**config.mk**
```make
export PLATFORM = sky130hd
export DESIGN_NAME = nec_ir_tx_flat
export DESIGN_NICKNAME = d
export VERILOG_FILES = /design/src/rtl/nec_ir_tx_if.sv /design/src/rtl/nec_ir_tx.sv /design/src/flat_wrapper.sv
export SDC_FILE = /design/constraint.sdc
export NUM_CORES = 1
export LEC_CHECK = 0
export CAP_MARGIN = 10
export CORE_ASPECT_RATIO = 1.25
export CORE_MARGIN = 2
export CORE_UTILIZATION = 60
export CTS_BUF_LIST = sky130_fd_sc_hd__clkbuf_16
export DETAILED_ROUTE_END_ITERATION = 8
export DONT_BUFFER_PORTS = 1
export PLACE_DENSITY = 0.8
export SYNTH_ARGS = -nofsm -noshare
export SYNTH_HDL_FRONTEND = slang
export SYNTH_SLANG_ARGS = --single-unit
```
**constraint.sdc**
```tcl
create_clock -name clk_50M -period 3.85 [get_ports clk_50M]
set_input_delay 0.77 -clock clk_50M [delete_from_list [all_inputs] [get_ports clk_50M]]
set_output_delay 0.77 -clock clk_50M [all_outputs]
set_load 0.01 [all_outputs]
```
**src/rtl/nec_ir_tx_if.sv**
```systemverilog
// Request and status signals between an NEC IR transmitter and whoever drives it.
// 'repeat' is a reserved word, so the repeat-code request is carried as repeat_req.
interface nec_ir_tx_if;
    logic        start;
    logic        repeat_req;
    logic [15:0] customer;
    logic [7:0]  key;
    logic        ir_tx;
    logic        busy;
    logic        done;

    modport master (
        output start, repeat_req, customer, key,
        input  ir_tx, busy, done
    );

    modport slave (
        input  start, repeat_req, customer, key,
        output ir_tx, busy, done
    );
endinterface

```
**src/rtl/nec_ir_tx.sv**
```systemverilog
// NEC infrared transmitter, baseband only (no carrier). Sends a leader,
// 32 data bits LSB-first ({~key, key, customer}) and an end burst, or the
// short repeat code. The IR line is active low and idles high.
module nec_ir_tx #(
    parameter int LEADER_LO = 450000,
    parameter int LEADER_HI = 225000,
    parameter int REPEAT_HI = 112500,
    parameter int BIT_LO    = 28000,
    parameter int BIT0_HI   = 28000,
    parameter int BIT1_HI   = 84500,
    parameter int CNT_W     = 20
) (
    input  logic        clk_50M,
    input  logic        reset,
    nec_ir_tx_if.slave  bus
);

    // Counter reload values: a segment of N cycles counts N-1 down to 0.
    localparam logic [CNT_W-1:0] C_LEAD_LO = CNT_W'(LEADER_LO - 1);
    localparam logic [CNT_W-1:0] C_LEAD_HI = CNT_W'(LEADER_HI - 1);
    localparam logic [CNT_W-1:0] C_RPT_HI  = CNT_W'(REPEAT_HI - 1);
    localparam logic [CNT_W-1:0] C_BIT_LO  = CNT_W'(BIT_LO - 1);
    localparam logic [CNT_W-1:0] C_BIT0_HI = CNT_W'(BIT0_HI - 1);
    localparam logic [CNT_W-1:0] C_BIT1_HI = CNT_W'(BIT1_HI - 1);

    typedef enum logic [2:0] {
        S_IDLE,
        S_LEAD_LO,
        S_LEAD_HI,
        S_BIT_LO,
        S_BIT_HI,
        S_END_LO
    } state_t;

    state_t            state_q, state_d;
    logic [CNT_W-1:0]  cnt_q, cnt_d;
    logic [31:0]       shreg_q, shreg_d;
    logic [4:0]        idx_q, idx_d;
    logic              rpt_mode_q, rpt_mode_d;
    logic              ir_q, ir_d;
    logic              busy_q, busy_d;
    logic              done_q, done_d;

    // Next-state, counter reload and registered-output decode.
    always_comb begin
        state_d    = state_q;
        cnt_d      = (cnt_q != '0) ? cnt_q - 1'b1 : cnt_q;
        shreg_d    = shreg_q;
        idx_d      = idx_q;
        rpt_mode_d = rpt_mode_q;
        done_d     = 1'b0;

        unique case (state_q)
            S_IDLE: begin
                if (bus.start) begin
                    shreg_d    = {~bus.key, bus.key, bus.customer};
                    idx_d      = '0;
                    rpt_mode_d = 1'b0;
                    state_d    = S_LEAD_LO;
                    cnt_d      = C_LEAD_LO;
                end else if (bus.repeat_req) begin
                    rpt_mode_d = 1'b1;
                    state_d    = S_LEAD_LO;
                    cnt_d      = C_LEAD_LO;
                end
            end
            S_LEAD_LO: begin
                if (cnt_q == '0) begin
                    state_d = S_LEAD_HI;
                    cnt_d   = rpt_mode_q ? C_RPT_HI : C_LEAD_HI;
                end
            end
            S_LEAD_HI: begin
                if (cnt_q == '0) begin
                    state_d = rpt_mode_q ? S_END_LO : S_BIT_LO;
                    cnt_d   = C_BIT_LO;
                end
            end
            S_BIT_LO: begin
                if (cnt_q == '0) begin
                    state_d = S_BIT_HI;
                    cnt_d   = shreg_q[0] ? C_BIT1_HI : C_BIT0_HI;
                end
            end
            S_BIT_HI: begin
                if (cnt_q == '0) begin
                    shreg_d = {1'b0, shreg_q[31:1]};
                    idx_d   = idx_q + 5'd1;
                    state_d = (idx_q == 5'd31) ? S_END_LO : S_BIT_LO;
                    cnt_d   = C_BIT_LO;
                end
            end
            S_END_LO: begin
                if (cnt_q == '0) begin
                    state_d = S_IDLE;
                    cnt_d   = '0;
                    done_d  = 1'b1;
                end
            end
            default: begin
                state_d = S_IDLE;
                cnt_d   = '0;
            end
        endcase

        // Outputs follow the state being entered so each segment starts on its entry edge.
        ir_d   = !(state_d == S_LEAD_LO || state_d == S_BIT_LO || state_d == S_END_LO);
        busy_d = (state_d != S_IDLE);
    end

    // State, datapath and output registers; reset forces the line high at once.
    always_ff @(posedge clk_50M or posedge reset) begin
        if (reset) begin
            state_q    <= S_IDLE;
            cnt_q      <= '0;
            shreg_q    <= '0;
            idx_q      <= '0;
            rpt_mode_q <= 1'b0;
            ir_q       <= 1'b1;
            busy_q     <= 1'b0;
            done_q     <= 1'b0;
        end else begin
            state_q    <= state_d;
            cnt_q      <= cnt_d;
            shreg_q    <= shreg_d;
            idx_q      <= idx_d;
            rpt_mode_q <= rpt_mode_d;
            ir_q       <= ir_d;
            busy_q     <= busy_d;
            done_q     <= done_d;
        end
    end

    assign bus.ir_tx = ir_q;
    assign bus.busy  = busy_q;
    assign bus.done  = done_q;

endmodule

```
**src/flat_wrapper.sv**
```systemverilog
// flat-port wrapper written by rule: the top's interface ports become plain ports
module nec_ir_tx_flat 
#(
    parameter int LEADER_LO = 450000,
    parameter int LEADER_HI = 225000,
    parameter int REPEAT_HI = 112500,
    parameter int BIT_LO    = 28000,
    parameter int BIT0_HI   = 28000,
    parameter int BIT1_HI   = 84500,
    parameter int CNT_W     = 20
)
  (clk_50M, reset, bus_start, bus_repeat_req, bus_customer, bus_key, bus_ir_tx, bus_busy, bus_done);
  nec_ir_tx_if bus_i ();
  input  logic clk_50M;
  input  logic reset;
  input wire logic [$bits(bus_i.start)-1:0] bus_start;
  input wire logic [$bits(bus_i.repeat_req)-1:0] bus_repeat_req;
  input wire logic [$bits(bus_i.customer)-1:0] bus_customer;
  input wire logic [$bits(bus_i.key)-1:0] bus_key;
  output wire logic [$bits(bus_i.ir_tx)-1:0] bus_ir_tx;
  output wire logic [$bits(bus_i.busy)-1:0] bus_busy;
  output wire logic [$bits(bus_i.done)-1:0] bus_done;
  assign bus_i.start = bus_start;
  assign bus_i.repeat_req = bus_repeat_req;
  assign bus_i.customer = bus_customer;
  assign bus_i.key = bus_key;
  assign bus_ir_tx = bus_i.ir_tx;
  assign bus_busy = bus_i.busy;
  assign bus_done = bus_i.done;
  nec_ir_tx #(.LEADER_LO(LEADER_LO), .LEADER_HI(LEADER_HI), .REPEAT_HI(REPEAT_HI), .BIT_LO(BIT_LO), .BIT0_HI(BIT0_HI), .BIT1_HI(BIT1_HI), .CNT_W(CNT_W)) u_core (.clk_50M(clk_50M), .reset(reset), .bus(bus_i));
endmodule
```
==> results of run 1 <==
[layout by cell type, fill, tap and decap left out, types with 9 or more instances in the layout]
cell type,instances
a21oi_1,26
buf_4,9
clkbuf_16,9
dfrtp_1,63
mux2i_1,18
nand2_1,55
nand3_1,12
nor2_1,28
nor4_1,9
o21ai_0,20
o21ai_1,26
xnor2_1,9
[synthesized netlist by cell type, types with 7 or more instances]
| cell type | instances | area share |
|---|---|---|
| a31oi_1 | 7 | 0.012 |
| nor3_1 | 7 | 0.0098 |
| nand2_1 | 55 | 0.058 |
| nor2_1 | 28 | 0.029 |
| inv_1 | 8 | 0.0084 |
| nand3_1 | 12 | 0.017 |
| clkbuf_1 | 12 | 0.013 |
| nor4_1 | 9 | 0.016 |
| xnor2_1 | 9 | 0.022 |
| dfrtp_1 | 63 | 0.44 |
| a21oi_1 | 26 | 0.036 |
| o21ai_0 | 20 | 0.028 |
| o21ai_1 | 26 | 0.036 |
| mux2i_1 | 18 | 0.050 |
| buf_2 | 8 | 0.011 |
[worst max-delay path, cell delays in order (launching register included)]
cell,delay (ps)
dfrtp_1,440
inv_1,120
ha_1,240
or3b_1,320
nor4_4,80
buf_4,180
a31oi_4,720
buf_4,430
nand2_1,90
o21ai_1,90
[stage by stage]
stage	hold slack, ps	worst slack (ps)	util
2_1_floorplan	449	1480	-
3_3_place_gp	461	1160	0.630
3_5_place_dp	465	1130	0.630
4_1_cts	478	1110	0.685
5_1_grt	485	878	0.685
6_report	477	1050	0.685
[per-layer routing]
layer  vias up  GRT usage  share of wire  wire length, um
met3        49     0.0658          0.079              699
met1      1451      0.367           0.40             3570
met2       186      0.439           0.47             4170
met4         0      0.171          0.045              401
li1       1443          -              -                -
met5         -          0              0                0
[path summary, 6_finish.rpt]
kind | start | endpoint | slack, ps | depth (start not counted)
min in group asynchronous | reset | u_core.shreg_q[6]$_DFFE_PP0P_ | 570 | 1
hold / removal | u_core.shreg_q[20]$_DFFE_PP0P_ | u_core.shreg_q[20]$_DFFE_PP0P_ | 480 | 1
max in group asynchronous | reset | u_core.bus.ir_tx$_DFF_PP1_ | 2420 | 2
setup / recovery | u_core.cnt_q[0]$_DFF_PP0_ | u_core.shreg_q[0]$_DFFE_PP0P_ | 1050 | 9
hold reg to reg | u_core.shreg_q[20]$_DFFE_PP0P_ | u_core.shreg_q[20]$_DFFE_PP0P_ | 480 | 1
setup reg to reg | u_core.cnt_q[0]$_DFF_PP0_ | u_core.shreg_q[0]$_DFFE_PP0P_ | 1050 | 9
[power groups by stage]
stage	Clock (mW)	Combinational, mW	Sequential (mW)
2_1_floorplan	0	0.173	0.818
5_1_grt	0.904	0.230	0.854
3_3_place_gp	0	0.195	0.844
4_1_cts	0.874	0.205	0.840
3_5_place_dp	0	0.205	0.851
6_report	0.867	0.205	0.844
[cells by family after synthesis]
family,after synthesis,share of synthesized area
adder cells (fa/ha/maj),3,0.0105
AO/OA/AOI/OAI,116,0.203
multiplexers,19,0.0535
flip-flops,64,0.448
AND/OR/NAND/NOR,150,0.215
buffers and inverters,30,0.0353
XOR/XNOR,14,0.0343
[area by class of cell]
cell class | count | share of cell area
multi-input cells | 302 | 0.468
flip-flops and latches | 64 | 0.405
clock buffers | 9 | 0.0569
clock inverters | 7 | 0.0240
well taps | 66 | 0.0209
repair buffers | 9 | 0.0171
inverters | 9 | 0.00853
[state kept, by name (all words and copies together) (netlist names)]
signal	count
u_core.bus.busy	1
u_core.bus.done	1
u_core.bus.ir_tx	1
u_core.cnt_q	20
u_core.idx_q	5
u_core.rpt_mode_q	1
u_core.shreg_q	32
u_core.state_q	3
==> summary.md, run 1 <==
| Metric | Value |
|---|---|
| Status | `finished, final reports clean` |
| Detailed placement HPWL | `approximately 6000 um` |
| Height of the die | `90.3 um` |
| Via density | `6.71` |
| Setup_tns | `0 ps` |
| TritonCTS clock tree | `done` |
| Flop pwr share | `0.440` |
| Critical-path maximum fanout | `33` |
| Int Power | `roughly 1.4 mW` |
| CP Launch Type | `register` |
| Clock skew | `around 8 ps` |
| Synthesized Nets | `~430` |
| Clk Latency, worst-skew pair | `~330 ps` |
| Max Slew Vio Count | `0` |
| Final Power | `between 1.5 and 2 mW` |
| Ports | `31` |
| Final period util | `0.727` |
| Mean Syn Cell Area | `approximately 9 um^2` |
| Post-synth EDFFs | `0` |
| Switch Pwr | `504 uW` |
| Initial antenna violation count | `0` |
| Number of fill cells in the layout | `~450` |
| Leakage | `~1.6 nW` |
| Max Clk Rate | `357 MHz` |
| Unrepaired setup endpoints after global routing | `no` |
| Layout cells sized above 1 | `0.113` |
| Post-Syn Instances | `a little under 400` |
| CTS Buf Count | `9` |
| DRC Markers | `0` |
| Multi-input gate area in the final layout | `between 1500 and 2000 um^2` |
| Post-layout min period | `between 2000 and 3000 ps` |
| Register area share after synthesis | `0.448` |
| Power per Cell Area | `484 nW/um^2` |
| Routed WL | `slightly below 9000 um` |
| TritonRoute pass-1 iters | `7` |
| Clock Sinks | `between 60 and 70` |
| Max Cap Violations | `0` |
| Largest net degree at the start of global routing | `52` |
| Number of diodes | `0` |
| Non-Filler Instances | `around 470` |
| Number of I/O port buffers | `0` |
| Starting Density | `0.619` |
| Die width | `roughly 73 um` |
| Postcts setup bufs | `0` |
| Worst Max-Slew Pin Slew | `1060 ps` |
| Core area | `5780 um^2` |
| Vias in the first global route | `3129` |
| Sequential Area | `about 1600 um^2` |
| H-tree Lvls | `3` |
| Total grt overflow | `0` |
| Peak supply drop | `between 0.2 and 0.3 mV` |
| Synthesis warning total | `0` |
| Synth unique cells | `58` |
| Routed Antenna Nets | `0` |
| First-pass GRT wire length | `14800 um` |
| CTS max path bufs | `2` |
| Routed wire length per instance | `19.0 um` |
| Crit end category | `register` |
| Final hold violations | `0` |
| DIE AREA | `between 6000 and 7000 um^2` |
| Register clock-pin slew on the reported worst setup and hold paths | `60 ps` |
| Hold WC Path Type | `reg2reg` |
| Area growth syn-to-layout | `10.7%` |
| Rel. slew slack | `0.293` |
| WP data required | `around 4100 ps` |
| Worst setup path class | `reg2reg` |
| Logic pwr share | `0.107` |
| Dpl cells | `450` |
| Clock Root Buffer | `clkbuf_16` |
| # setup viols final | `0` |
| # rows | `31` |
| Vias | `roughly 3100` |
| # resized after CTS | `0` |
| Area post-placement | `between 3000 and 4000 um^2` |
| Critical Path AT | `around 3000 ps` |
| Post-CTS Hold Fix Bufs | `0` |
| Post-synth ARST share | `1.00` |
| Fin area | `3960 um^2` |
| Placer Congestion | `between 1 and 1.5` |
| Synthesized area | `about 3600 um^2` |
| Initial DRC Count | `about 420` |
| Final nets | `between 400 and 500` |
| Switch share | `0.263` |
| Main synth FF type | `dfrtp_1` |
| Clock power frac | `0.452` |
| Synthesized flop and latch total | `between 60 and 70` |
| GRT Overall Usage | `0.288` |
No activity file was read; power rests on OpenSTA's default activity.
==> run 2, diff against run 1 <==
- CORE_UTILIZATION: 60 -> 57
- PLACE_DENSITY: 0.8 -> 0.79
- clock period: 3.85 -> 2.4 ns (I/O delays scaled with it)
==> run 2 against run 1 <==
- maximum frequency up 17%
- utilization increased by 0.25 points
- first-iteration DRC count increased by 12%
- cell area up 6.4%
- critical path type unchanged
- largest power group is now registers
- highest routed layer unchanged
==> summary.md, run 2 (synthesis results as in run 1) <==
| Metric | Value |
|---|---|
| Status | `finished, final reports clean` |
| Hold WC Path Type | `in2async` |
| Number of diodes | `0 (unchanged)` |
| H-tree Lvls | `3 (unchanged)` |
| Flop pwr share | `0.442 (+0.002)` |
| Number of fill cells in the layout | `483 (+6.4%)` |
| DIE AREA | `6930 um^2 (+5.0%)` |
| CTS Buf Count | `9 (unchanged)` |
| Height of the die | `92.6 um (+2.5%)` |
| # rows | `32 (+3.2%)` |
| Detailed placement HPWL | `6720 um (+10%)` |
| Clock Sinks | `64 (unchanged)` |
| Rel. slew slack | `0.659 (+0.366)` |
| Number of I/O port buffers | `0 (unchanged)` |
| Register clock-pin slew on the reported worst setup and hold paths | `60 ps (about the same)` |
| Layout cells sized above 1 | `0.182 (+0.0693)` |
| Clock skew | `7.43 ps (-0.521 ps)` |
| Unrepaired setup endpoints after global routing | `no` |
| # setup viols final | `0 (unchanged)` |
| Reg2reg path depth | `9 (unchanged)` |
| Final nets | `455 (+6.8%)` |
| Crit end category | `register` |
| Vias in the first global route | `3181 (+1.7%)` |
| Critical Path AT | `2600 ps (-450 ps)` |
| Total grt overflow | `0 (unchanged)` |
| Int Power | `2.19 mW (+55%)` |
| Slowest cell on the critical path | `dfrtp_1` |
| CTS max path bufs | `2 (unchanged)` |
| CP max stage delay | `370 ps (-350 ps)` |
| Vias | `3259 (+4.2%)` |
| Routed Antenna Nets | `0 (unchanged)` |
| Most frequent cells in the layout | `dfrtp_1, nand2_1, buf_4` |
| Final period util | `0.994 (+0.267)` |
| Worst setup path class | `reg2reg` |
| Peak supply drop | `0.640 mV (+140%)` |
| Core area | `6130 um^2 (+6.0%)` |
| Routed WL | `9520 um (+7.6%)` |
| Most used cell along the critical path | `buf_4` |
| Clock power frac | `0.422 (-0.030)` |
| CP Launch Type | `register` |
| Clock Root Buffer | `clkbuf_16` |
| Routed wire length per instance | `18.5 um (-2.4%)` |
| DRC Markers | `0 (unchanged)` |
| Area post-placement | `3870 um^2 (+6.4%)` |
| Power per Cell Area | `714 nW/um^2 (+48%)` |
| Max Clk Rate | `419 MHz (+17%)` |
| Critical-path maximum fanout | `7 (-79%)` |
| First-pass GRT wire length | `15400 um (+4.1%)` |
| Via density | `6.34 (-5.6%)` |
| Initial DRC Count | `474 (+12%)` |
| GRT Overall Usage | `0.293 (+0.00544)` |
| Post-layout min period | `2380 ps (-414 ps)` |
| Max FFs per register | `32 (unchanged)` |
| TritonCTS clock tree | `done` |
| Die width | `74.8 um (+2.5%)` |
| Max Cap Violations | `0 (unchanged)` |
| Final WS setup | `15.3 ps (-1040 ps)` |
| Ports | `31 (unchanged)` |
| Logic pwr share | `0.137 (+0.030)` |
| Switch Pwr | `816 uW (+62%)` |
| Initial antenna violation count | `0 (unchanged)` |
| Switch share | `0.271 (+0.00857)` |
| WP data required | `2610 ps (-1490 ps)` |
| Clk Latency, worst-skew pair | `330 ps (about the same)` |
| Placer Congestion | `0.980 (-4.4%)` |
| Setup WS pre-CTS | `33.2 ps (-1090 ps)` |
| Fin area | `4210 um^2 (+6.4%)` |
| Area growth syn-to-layout | `17.8%` |
| Leakage | `1.76 nW (+9.8%)` |
| Top Registers | `u_core.shreg_q x32, u_core.cnt_q x20, u_core.idx_q x5` |
| TritonRoute pass-1 iters | `6 (-1)` |
| Biggest register | `u_core.shreg_q` |
| CP cell instances | `inv_1, ha_1, nor3b_1, buf_4, nand4_1, buf_4, o21ai_0, a21oi_1, nor3_1` |
| Worst Max-Slew Pin Slew | `507 ps (-552 ps)` |
| Max Slew Vio Count | `0 (unchanged)` |
| Setup_tns | `0 ps (unchanged)` |
| Largest net degree at the start of global routing | `28 (-46%)` |
| Starting Density | `0.584 (-0.0350)` |
| Final hold violations | `0 (unchanged)` |
| Commonest non-fill, non-tap cell in the layout | `dfrtp_1` |
==> run 2: cell count changes in the layout (fill, tap and decap cells not counted), sizes merged <==
cell | previous run | this run
buf | 9 | 38
inv | 9 | 10
bufinv | 2 | 1
==> run 2: worst paths after layout <==
check / startpoint / end / slack (ps)
max in group asynchronous: reset / u_core.shreg_q[20]$_DFFE_PP0P_ / 1670
max reg2reg: u_core.cnt_q[0]$_DFF_PP0_ / u_core.cnt_q[0]$_DFF_PP0_ / 20
min: reset / u_core.cnt_q[6]$_DFF_PP0_ / 30
min reg2reg: u_core.shreg_q[29]$_DFFE_PP0P_ / u_core.shreg_q[29]$_DFFE_PP0P_ / 480
max: u_core.cnt_q[0]$_DFF_PP0_ / u_core.cnt_q[0]$_DFF_PP0_ / 20
min in group clk_50M: bus_key[7] / u_core.shreg_q[31]$_DFFE_PP0P_ / 240
==> run 2: area by class of cell <==
| type | count | area (um^2) | area share |
|---|---|---|---|
| timing repair buffer | 38 | 298 | 0.0707 |
| clock buffer | 9 | 225 | 0.0535 |
| inverter | 9 | 33.8 | 0.00802 |
| tap | 85 | 106 | 0.0252 |
| multi-input combinational | 302 | 1880 | 0.447 |
| clock inverter | 7 | 65.1 | 0.0154 |
| sequential | 64 | 1600 | 0.380 |
==> run 2: power groups by stage <==
stage	clock (mW)	sequential [mW]	combinational (mW)
floorplan	0	1.31	0.278
detailed placement	0	1.34	0.400
global route	1.34	1.34	0.463
CTS	1.28	1.32	0.402
global placement	0	1.33	0.381
finish	1.27	1.33	0.412
==> run 2: per-stage QoR <==
step | hold WS [ps] | power, mW | instances | util
6_report | 33.5 | 3.01 | 514 | 0.688
5_1_grt | 74.4 | 3.14 | 514 | 0.688
4_1_cts | 45.3 | 3.00 | 511 | 0.679
3_5_place_dp | 393 | 1.73 | 495 | 0.632
3_3_place_gp | 392 | 1.71 | 495 | 0.632
2_1_floorplan | 449 | 1.59 | 396 | -
==> run 2: timing repair <==
action,CTS,global route
buffers inserted,0,3
hold buffers,0,0
gates resized for setup,0,6
endpoints found under the setup margin,0,26
==> run 2: layer usage <==
layer,vias up,wire length (um),share of wire,global-route usage
li1,1493,-,-,-
met1,1526,3810,0.40,0.385
met2,194,4550,0.48,0.450
met3,46,723,0.076,0.0686
met4,0,439,0.046,0.143
met5,-,0,0,0
==> run 2: worst max-delay path, delay by kind of cell (launching register included) <==
family                     cells  cell delay, ps
AOI/OAI and AO/OA              2             480
and+or+nand+nor                3             710
buffers and inverters          3             520
DFF                            1             370
adders and majority gates      1             190
==> run 3, diff against run 2 <==
- CAP_MARGIN: 10 -> 15
- CORE_MARGIN: 2 -> unset
- CORE_UTILIZATION: 57 -> 60
- PLACE_DENSITY: 0.79 -> 0.8
- clock period: 2.4 -> 3 ns (I/O delays scaled with it)
==> run 3 against run 2 <==
- clock-buffer cell count did not move
- die area fell by 9.4%
- clock power fell by 22%
- largest power group unchanged
- utilization rose by 0.55 points
- worst hold slack improved by 220 ps
- maximum frequency fell by 6.7%
- register-to-register slack improved by 430 ps
- final cell count fell by 7.6%
- wire length fell by 5.2%
- sequential share of layout area rose by 2.0 points
- clock skew barely moved
==> summary.md, run 3 (synthesis results as in run 1) <==
| Metric | Value |
|---|---|
| First-pass GRT wire length | `14400 um (-6.2%)` |
| CP max stage delay | `470 ps (+100 ps)` |
| Via density | `6.66 (+5.0%)` |
| Routed wire length per instance | `19.0 um (+2.6%)` |
| Number of fill cells in the layout | `435 (-9.9%)` |
| Post-layout min period | `2560 ps (+172 ps)` |
| Worst Max-Slew Pin Slew | `727 ps (+220 ps)` |
| Max FFs per register | `32 (unchanged)` |
| DRC Markers | `0 (unchanged)` |
| Hold WC Path Type | `in2async` |
| Postcts setup bufs | `0 (unchanged)` |
| Max Slew Vio Count | `0 (unchanged)` |
| Critical Path AT | `2750 ps (+150 ps)` |
| Peak supply drop | `0.384 mV (-40%)` |
| Routed Antenna Nets | `0 (unchanged)` |
| Power per Cell Area | `582 nW/um^2 (-18%)` |
| Starting Density | `0.619 (+0.0350)` |
| TritonRoute pass-1 iters | `6 (unchanged)` |
| Number of diodes | `0 (unchanged)` |
| Most frequent cells in the layout | `dfrtp_1, nand2_1, nor2_1` |
| Initial DRC Count | `450 (-5.1%)` |
| Unrepaired setup endpoints after global routing | `no` |
| Slowest cell on the critical path | `or3b_1` |
| Number of I/O port buffers | `0 (unchanged)` |
| Detailed placement HPWL | `6350 um (-5.4%)` |
| Height of the die | `88.3 um (-4.6%)` |
| Setup_tns | `0 ps (unchanged)` |
| Vias | `3162 (-3.0%)` |
| Vias in the first global route | `2958 (-7.0%)` |
| Clock Root Buffer | `clkbuf_16` |
| CP Buf/Inv Count | `2 (-1)` |
| Rel. slew slack | `0.515 (-0.143)` |
| Final nets | `436 (-4.2%)` |
| Routed WL | `9020 um (-5.2%)` |
| Top Registers | `u_core.shreg_q x32, u_core.cnt_q x20, u_core.idx_q x5` |
| # resized after CTS | `0 (unchanged)` |
| Int Power | `1.72 mW (-22%)` |
| Ports | `31 (unchanged)` |
| Leakage | `1.64 nW (-7.0%)` |
| Max Clk Rate | `391 MHz (-6.7%)` |
| # rows | `31 (-3.1%)` |
| CP cell instances | `inv_1, ha_1, or3b_1, nor4_4, buf_4, a31oi_1, nor2_1, o31ai_1` |
| FF-to-FF End | `u_core.cnt_q[14]$_DFF_PP0_` |
| Clk Latency, worst-skew pair | `330 ps (about the same)` |
| Top delay family on crit path | `simple AND/OR/NAND/NOR gates` |
| GRT Overall Usage | `0.304 (+0.0105)` |
| Switch Pwr | `615 uW (-25%)` |
| Final hold violations | `0 (unchanged)` |
| Clock power frac | `0.424 (+0.002)` |
| Reg2reg path depth | `8 (-1)` |
| Register clock-pin slew on the reported worst setup and hold paths | `50 ps (about the same)` |
| Biggest register | `u_core.shreg_q` |
| CTS max path bufs | `2 (unchanged)` |
| Clock skew | `7.75 ps (+0.330 ps)` |
| Max Cap Violations | `0 (unchanged)` |
| Setup WS pre-CTS | `529 ps (+496 ps)` |
| Crit end category | `register` |
| Placer Congestion | `0.987 (+0.73%)` |
| Core area | `5780 um^2 (-5.7%)` |
| Total grt overflow | `0 (unchanged)` |
| TritonCTS clock tree | `done` |
| H-tree Lvls | `3 (unchanged)` |
| Final WS setup | `443 ps (+428 ps)` |
| Die width | `71.1 um (-5.1%)` |
| Reg-to-reg setup timing slack | `440 ps (+430 ps)` |
| DIE AREA | `6270 um^2 (-9.4%)` |
| Worst setup path class | `reg2reg` |
| Clock Sinks | `64 (unchanged)` |
| Final period util | `0.852 (-0.141)` |
| Hold Slack | `250 ps (+216 ps)` |
| Critical-path maximum fanout | `8 (+1)` |
| RR Startpoint | `u_core.cnt_q[0]$_DFF_PP0_` |
| WP data required | `3190 ps (+580 ps)` |
| CP Launch Type | `register` |
| Commonest non-fill, non-tap cell in the layout | `dfrtp_1` |
| CTS Buf Count | `9 (unchanged)` |
| Layout cells sized above 1 | `0.127 (-0.0547)` |
| Logic pwr share | `0.112 (-0.025)` |
| Area growth syn-to-layout | `12.0%` |
| Initial antenna violation count | `0 (unchanged)` |
| Flop pwr share | `0.465 (+0.023)` |
| Post-CTS Hold Fix Bufs | `0 (unchanged)` |
| # setup viols final | `0 (unchanged)` |
| Largest net degree at the start of global routing | `36 (+29%)` |
| Switch share | `0.264 (-0.00786)` |
| Status | `finished, final reports clean` |
## run 3: area by class of cell
type / instances / area, um^2 / area share
Inverter: 9 / 33.8 / 0.00843
Clock inverter: 6 / 53.8 / 0.0134
Tap cell: 66 / 82.6 / 0.0206
Sequential cell: 64 / 1600 / 0.400
Multi-Input combinational cell: 302 / 1850 / 0.463
Timing Repair Buffer: 19 / 155 / 0.0387
Clock buffer: 9 / 225 / 0.0562
## run 3: metrics by stage
step	cells	total power [mW]	area, um^2	utilization
after CTS	475	2.34	4010	0.693
after global routing	475	2.43	4010	0.693
after floorplan	396	1.27	3580	-
final	475	2.33	4010	0.693
after global placement	460	1.33	3730	0.645
after detailed placement	460	1.35	3730	0.645
## run 3: metal layers
layer	wire (um)	GRT usage	up-vias	share of wire
met5	0	0	-	0
met4	367	0.160	0	0.041
met3	588	0.0649	39	0.065
met2	4350	0.498	174	0.48
met1	3720	0.381	1487	0.41
li1	-	-	1462	-
## run 3: power by group through the flow
| stage | combinational (mW) | sequential (mW) | clock [mW] |
|---|---|---|---|
| detailed placement | 0.259 | 1.09 | 0 |
| finish | 0.260 | 1.08 | 0.988 |
| floorplan | 0.222 | 1.05 | 0 |
| global route | 0.298 | 1.10 | 1.04 |
| global placement | 0.247 | 1.08 | 0 |
| CTS | 0.263 | 1.08 | 0.993 |
## run 3: how the worst max path moves through the flow
stage | start | to | cells after the start
final | u_core.cnt_q[0]$_DFF_PP0_ | u_core.cnt_q[14]$_DFF_PP0_ | 8
after global routing | u_core.cnt_q[17]$_DFF_PP0_ | u_core.cnt_q[9]$_DFF_PP0_ | 6
after CTS | u_core.cnt_q[0]$_DFF_PP0_ | u_core.cnt_q[14]$_DFF_PP0_ | 8
after detailed placement | u_core.cnt_q[0]$_DFF_PP0_ | u_core.cnt_q[14]$_DFF_PP0_ | 8
after global placement | u_core.cnt_q[0]$_DFF_PP0_ | u_core.cnt_q[14]$_DFF_PP0_ | 8
after floorplan | u_core.cnt_q[0]$_DFF_PP0_ | u_core.shreg_q[16]$_DFFE_PP0P_ | 8
==> edit 1 (config.mk and constraints of run 1) <==
Make the reset (`reset`) synchronous in one clocked block.
--- a/src/rtl/nec_ir_tx.sv
+++ b/src/rtl/nec_ir_tx.sv
@@ -111,3 +111,3 @@
     // State, datapath and output registers; reset forces the line high at once.
-    always_ff @(posedge clk_50M or posedge reset) begin
+    always_ff @(posedge clk_50M) begin
         if (reset) begin
Check against the original RTL: differs if reset is asserted again (counterexample within 4 cycles, from zero or initial values and one cycle with reset high); with reset held inactive, the same outputs for 10 cycles.
==> edit 1 against run 1 <==
Wire length is 8.1% lower; critical endpoint is now u_core.shreg_q[27]; synthesized area is 3.3% lower; worst setup slack worse by 0.13 ns; sequential cell count stayed put; combinational power is 15% higher; largest power group unchanged; clock skew fell by 0.0018 ns; global-route usage down 1.5 points; power down 3.6%; design area fell by 5.4%; count of clock-buffer cells in the layout did not move; hold slack got worse by 0.024 ns.
==> edit 1: results (changes against run 1) <==
The fraction of final layout cells sized beyond drive strength 1 is 0.118 (+0.00515). The first-iteration detailed-routing DRC count came out at 316 (-25%). The worst-case register-to-register setup slack came out at 0.92 ns (-0.13 ns). The largest incremental delay on the critical path was 0.67 ns (-0.05 ns). By count the netlist is led by sky130_fd_sc_hd__dfxtp_1 (64), sky130_fd_sc_hd__nor2_1 (50), sky130_fd_sc_hd__nand2_1 (37), sky130_fd_sc_hd__a21oi_1 (32), sky130_fd_sc_hd__nor3_1 (27). After synthesis, the cell types taking the most area are sky130_fd_sc_hd__dfxtp_1 (37%), sky130_fd_sc_hd__a211oi_2 (5.8%), sky130_fd_sc_hd__nor2_1 (5.4%). The number of iterations in the first detailed-routing pass is 5 (-2).

The maximum fanout count along the critical path came out at 54 (+64%). The setup fix buffers added after clock tree synthesis came out at 0 (unchanged). The proportion of synthesized area in mux cells came out at 0.0492 (-0.00433).

The total number of nets in the final design came out at 435 (+2.1%). The post-synthesis share of cell area spent on xor and xnor gates is 0.0279 (-0.00643). The detailed-route via count is 3058 (-2.3%). The run finished with clean final reports. The HPWL after detailed placement is 5520 µm (-9.7%).

Broken down by cell family, the worst path's largest delay share belongs to simple AND/OR/NAND/NOR gates. The maximum number of pins on one net before global-route repair is 55 (+5.8%). The combined global-route utilization of all metal layers is 0.273 (-0.0151). The total nets after synthesis is 447 (+4.7%). The global placer's final weighted congestion came out at 0.868 (-15%). The wire length of the first global-routing pass is 13600 µm (-8.1%). The async set-reset flop share out of synthesis is 0 (-1.00). The via count of the first global-routing pass came out at 2836 (-9.4%). The initial antenna violation count came to 0 (unchanged). The clock latency of the later-clocked register in the worst-skew pair is 0.34 ns. The leakage component of the power came out at 1.30 nW (-19%). The number of distinct library cells after synthesis was 48 (-17%).

The headroom to the max-slew limit came out at 0.400 (+0.107). The sequential area share after synthesis is 0.370 (-0.0777). The slowest stage of the critical path is the sky130_fd_sc_hd__or4_4 cell. The peak ir drop on the vdd network is 0.000282 V (+4.9%). The routed length per instance is 17.2 µm (-9.2%). The post-synthesis adder-cell area fraction is 0.0109 (+0.000357). The worst setup skew after layout came out at 0.00618 ns (-0.00176 ns). The area fraction in compound gates after synthesis is 0.227 (+0.0239).
==> edit 1: stage by stage <==
stage / hold WS (ns) / setup WS [ns] / area, µm² / instances
2_1_floorplan: 0.432 / 1.29 / 3460 / 416
3_3_place_gp: 0.436 / 1.05 / 3440 / 457
3_5_place_dp: 0.444 / 0.968 / 3440 / 457
4_1_cts: 0.453 / 0.947 / 3750 / 472
5_1_grt: 0.474 / 0.751 / 3750 / 472
6_report: 0.453 / 0.923 / 3750 / 472
==> edit 1: path summary, 6_finish.rpt <==
kind / cells past startpoint / to / from
min: 2 / u_core.shreg_q[24] / u_core.shreg_q[24]
max reg2reg: 8 / u_core.shreg_q[27] / u_core.cnt_q[0]
min reg2reg: 2 / u_core.shreg_q[24] / u_core.shreg_q[24]
max: 8 / u_core.shreg_q[27] / u_core.cnt_q[0]
==> edit 1: cell type report <==
cell class | instances | area [µm²]
inverter | 7 | 26.3
tap | 64 | 80.1
sequential | 64 | 1280
multi-input combinational | 314 | 1990
clock buffer | 9 | 225
fill | 459 | 1730
timing repair buffer | 8 | 60.1
clock inverter | 6 | 85.1
==> edit 1: per-layer routing <==
metal  global-route usage  vias up  wire (µm)
met5                    0        -          0
met1                0.339     1415       3440
met3               0.0615       23        433
met4                0.127        0        234
met2                0.449      119       4020
li1                     -     1501          -
==> edit 1: report_power, final <==
part           switching, mW  leakage (nW)  internal, mW
logic                  0.144         0.623        0.0904
clock network          0.294         0.149         0.560
registers             0.0422         0.528         0.716
total                  0.480          1.30          1.37
==> edit 1: worst min-delay path, delay by kind of cell (launching register included) <==
family           cells  cell delay, ns
AND/OR/NAND/NOR      1            0.05
AO/OA/AOI/OAI        1            0.05
flip-flops           1            0.31
==> edit 1: cell families after synthesis <==
logic type / Yosys count
AND/OR/NAND/NOR: 180
AO/OA/AOI/OAI: 103
multiplexers: 17
buffers and inverters: 38
adder cells (fa/ha/maj): 3
XOR/XNOR: 11
flip-flops: 64
==> edit 2 (flow settings as in run 1) <==
Made on the original files. `CNT_W` is set to 20 in 2 places; all go to 16.
--- a/src/rtl/nec_ir_tx.sv
+++ b/src/rtl/nec_ir_tx.sv
@@ -10,3 +10,3 @@
     parameter int BIT1_HI   = 84500,
-    parameter int CNT_W     = 20
+    parameter int CNT_W     = 16
 ) (
--- a/src/flat_wrapper.sv
+++ b/src/flat_wrapper.sv
@@ -9,3 +9,3 @@
     parameter int BIT1_HI   = 84500,
-    parameter int CNT_W     = 20
+    parameter int CNT_W     = 16
 )
Check against the original RTL: same outputs for any inputs over 10 cycles, from zero or initial values and one cycle with reset high; that may be too few to reach the edited logic, so the function may still have changed.
==> edit 2 against run 1 <==
Critical path type unchanged; combinational power decreased by 8%; the run now ends with DRC left; critical endpoint is now u_core.shreg_q[18]; design area decreased by 9.7%; power decreased by 14%; synthesized area decreased by 7.5%; worst setup slack improved by 0.12 ns; wire length decreased by 14%; global-route usage decreased by 2.0 points; largest power group is now sequential cells; sequential cell count decreased by 4.
==> edit 2: results (changes against run 1) <==
The run finished, with violations left. The checks that failed: DRC. The total of cells resized after clock tree synthesis is 0 (unchanged).

Ranked by instance count, the synthesized netlist is headed by sky130_fd_sc_hd__dfrtp_1 (59), sky130_fd_sc_hd__nand2_1 (55), sky130_fd_sc_hd__o21ai_0 (44), sky130_fd_sc_hd__mux2i_1 (18). The clock latency of the later-clocked register in the worst-skew pair is 0.33 ns (about the same). The number of antenna diodes came out at 0 (unchanged).

Among all stages on the critical path, the largest delay is contributed by sky130_fd_sc_hd__dfrtp_1. The worst-case register-to-register setup slack is 1.17 ns (+0.12 ns). For this run, the leading register cell type out of synthesis is sky130_fd_sc_hd__dfrtp_1.

The setup fix buffers added after clock tree synthesis came out at 0 (unchanged). The combined global-route utilization of all metal layers came to 0.268 (-0.0200). The TritonCTS buffer count came out at 9 (unchanged). The number of port buffers is 0 (unchanged). Yosys attributes the largest share of cell area to sky130_fd_sc_hd__dfrtp_1 (45%), sky130_fd_sc_hd__o21ai_0 (6.7%), sky130_fd_sc_hd__nand2_1 (6.2%). The largest registers in the layout are u_core.shreg_q x32, u_core.cnt_q x16, u_core.idx_q x5.

The largest incremental delay on the critical path is 0.85 ns (+0.13 ns). The fraction of final layout cells sized beyond drive strength 1 is 0.0812 (-0.0313). The hold slack is 0.476 ns (-0.00108 ns). In this run the most critical hold path is launched from u_core.shreg_q[1]. The initial antenna violation count is 0 (unchanged).

The root buffer cell is sky130_fd_sc_hd__clkbuf_16. After clock tree synthesis, the clock-pin slew on the worst setup and hold paths is 0.05 ns. The depth of the CTS H-tree was 3 (unchanged). The total nets after synthesis is 392 (-8.2%).

The final-layout fill cell count came out at 415 (-8.6%). The synthesis warning total came out at 0 (unchanged). The wire length of the first global-routing pass was 12700 µm (-14%). The first-iteration detailed-routing DRC count came out at 341 (-20%). The peak ir drop on the vdd network was 0.000297 V (+10%).

The leakage component of the power came to 1.51 nW (-5.7%). The global placer's final weighted congestion came out at 0.969 (-5.5%). The maximum clock insertion buffer count came out at 2 (unchanged). The number of distinct library cells after synthesis is 57 (-1.7%). The tightest min-delay check is of the reg -> reg type. The async set-reset flop share out of synthesis was 1.00 (unchanged). The HPWL after detailed placement is 5310 µm (-13%). The data arrival time of the critical path is 2.89 ns (-0.16 ns).

The via count of the first global-routing pass is 2647 (-15%). The number of iterations in the first detailed-routing pass came out at 9 (+2). The headroom to the max-slew limit is 0.390 (+0.0970). The maximum fanout count along the critical path came to 35 (+6.1%). The total number of nets in the final design came to 384 (-9.9%). The worst setup skew after layout came out at 0.00610 ns (-0.00185 ns).

The launch point of the worst path is u_core.state_q[0]. The maximum number of pins on one net before global-route repair is 46 (-12%). The sequential area share after synthesis is 0.454 (+0.00585). The routed length per instance came out at 18.1 µm (-4.6%). The number of remaining DRC errors was 11 (+11).

The detailed-route via count is 2781 (-11%).
edit 2: layer usage:
layer  wire [µm]  track usage  vias up
li1            -            -     1293
met4         354        0.150        0
met2        3660        0.434      137
met3         484       0.0741       37
met1        3120        0.323     1314
met5           0            0        -
edit 2: worst paths after layout:
check,to,depth (start not counted)
max in group asynchronous,u_core.bus.ir_tx,2
min reg2reg,u_core.shreg_q[1],2
min,u_core.shreg_q[1],2
max reg2reg,u_core.shreg_q[18],6
max,u_core.shreg_q[18],6
min in group asynchronous,u_core.idx_q[0],1
edit 2: power by group:
part | switching (mW) | total (mW) | internal [mW]
combinational | 0.103 | 0.188 | 0.0857
sequential | 0.0770 | 0.781 | 0.704
clock | 0.265 | 0.685 | 0.420
total | 0.445 | 1.65 | 1.21
edit 2: cell type report:
class                   count  area (µm²)  share of cell area
well taps                  64        80.1              0.0224
repair buffers              3        22.5             0.00630
flip-flops and latches     60        1500               0.420
multi-input cells         270        1690               0.471
clock buffers               9         225              0.0630
inverters                   9        33.8             0.00944
clock inverters             6        26.3             0.00735
edit 2: metrics by stage:
step | std cells | total power, mW | instance area [µm²] | setup WS [ns] | utilization
after floorplan | 361 | 0.924 | 3310 | 1.60 | -
after global placement | 406 | 0.967 | 3330 | 1.25 | 0.620
after detailed placement | 406 | 0.975 | 3330 | 1.20 | 0.620
after CTS | 421 | 1.66 | 3580 | 1.20 | 0.666
after global routing | 421 | 1.72 | 3580 | 0.892 | 0.666
final | 421 | 1.65 | 3580 | 1.17 | 0.666
edit 2: critical path, delay by kind of cell (launching register included):
kind | cells | cell delay, ns
compound gates | 3 | 0.83
simple gates | 2 | 0.47
buf+inv | 1 | 0.41
flops | 1 | 0.85
edit 2: logic make-up after synthesis:
logic type / share of synthesized area
and+or+nand+nor: 0.200
AOI/OAI and AO/OA: 0.210
DFF: 0.454
buffers and inverters: 0.0412
muxes: 0.0544
xor gates and xnor gates: 0.0291
adders and majority gates: 0.0113
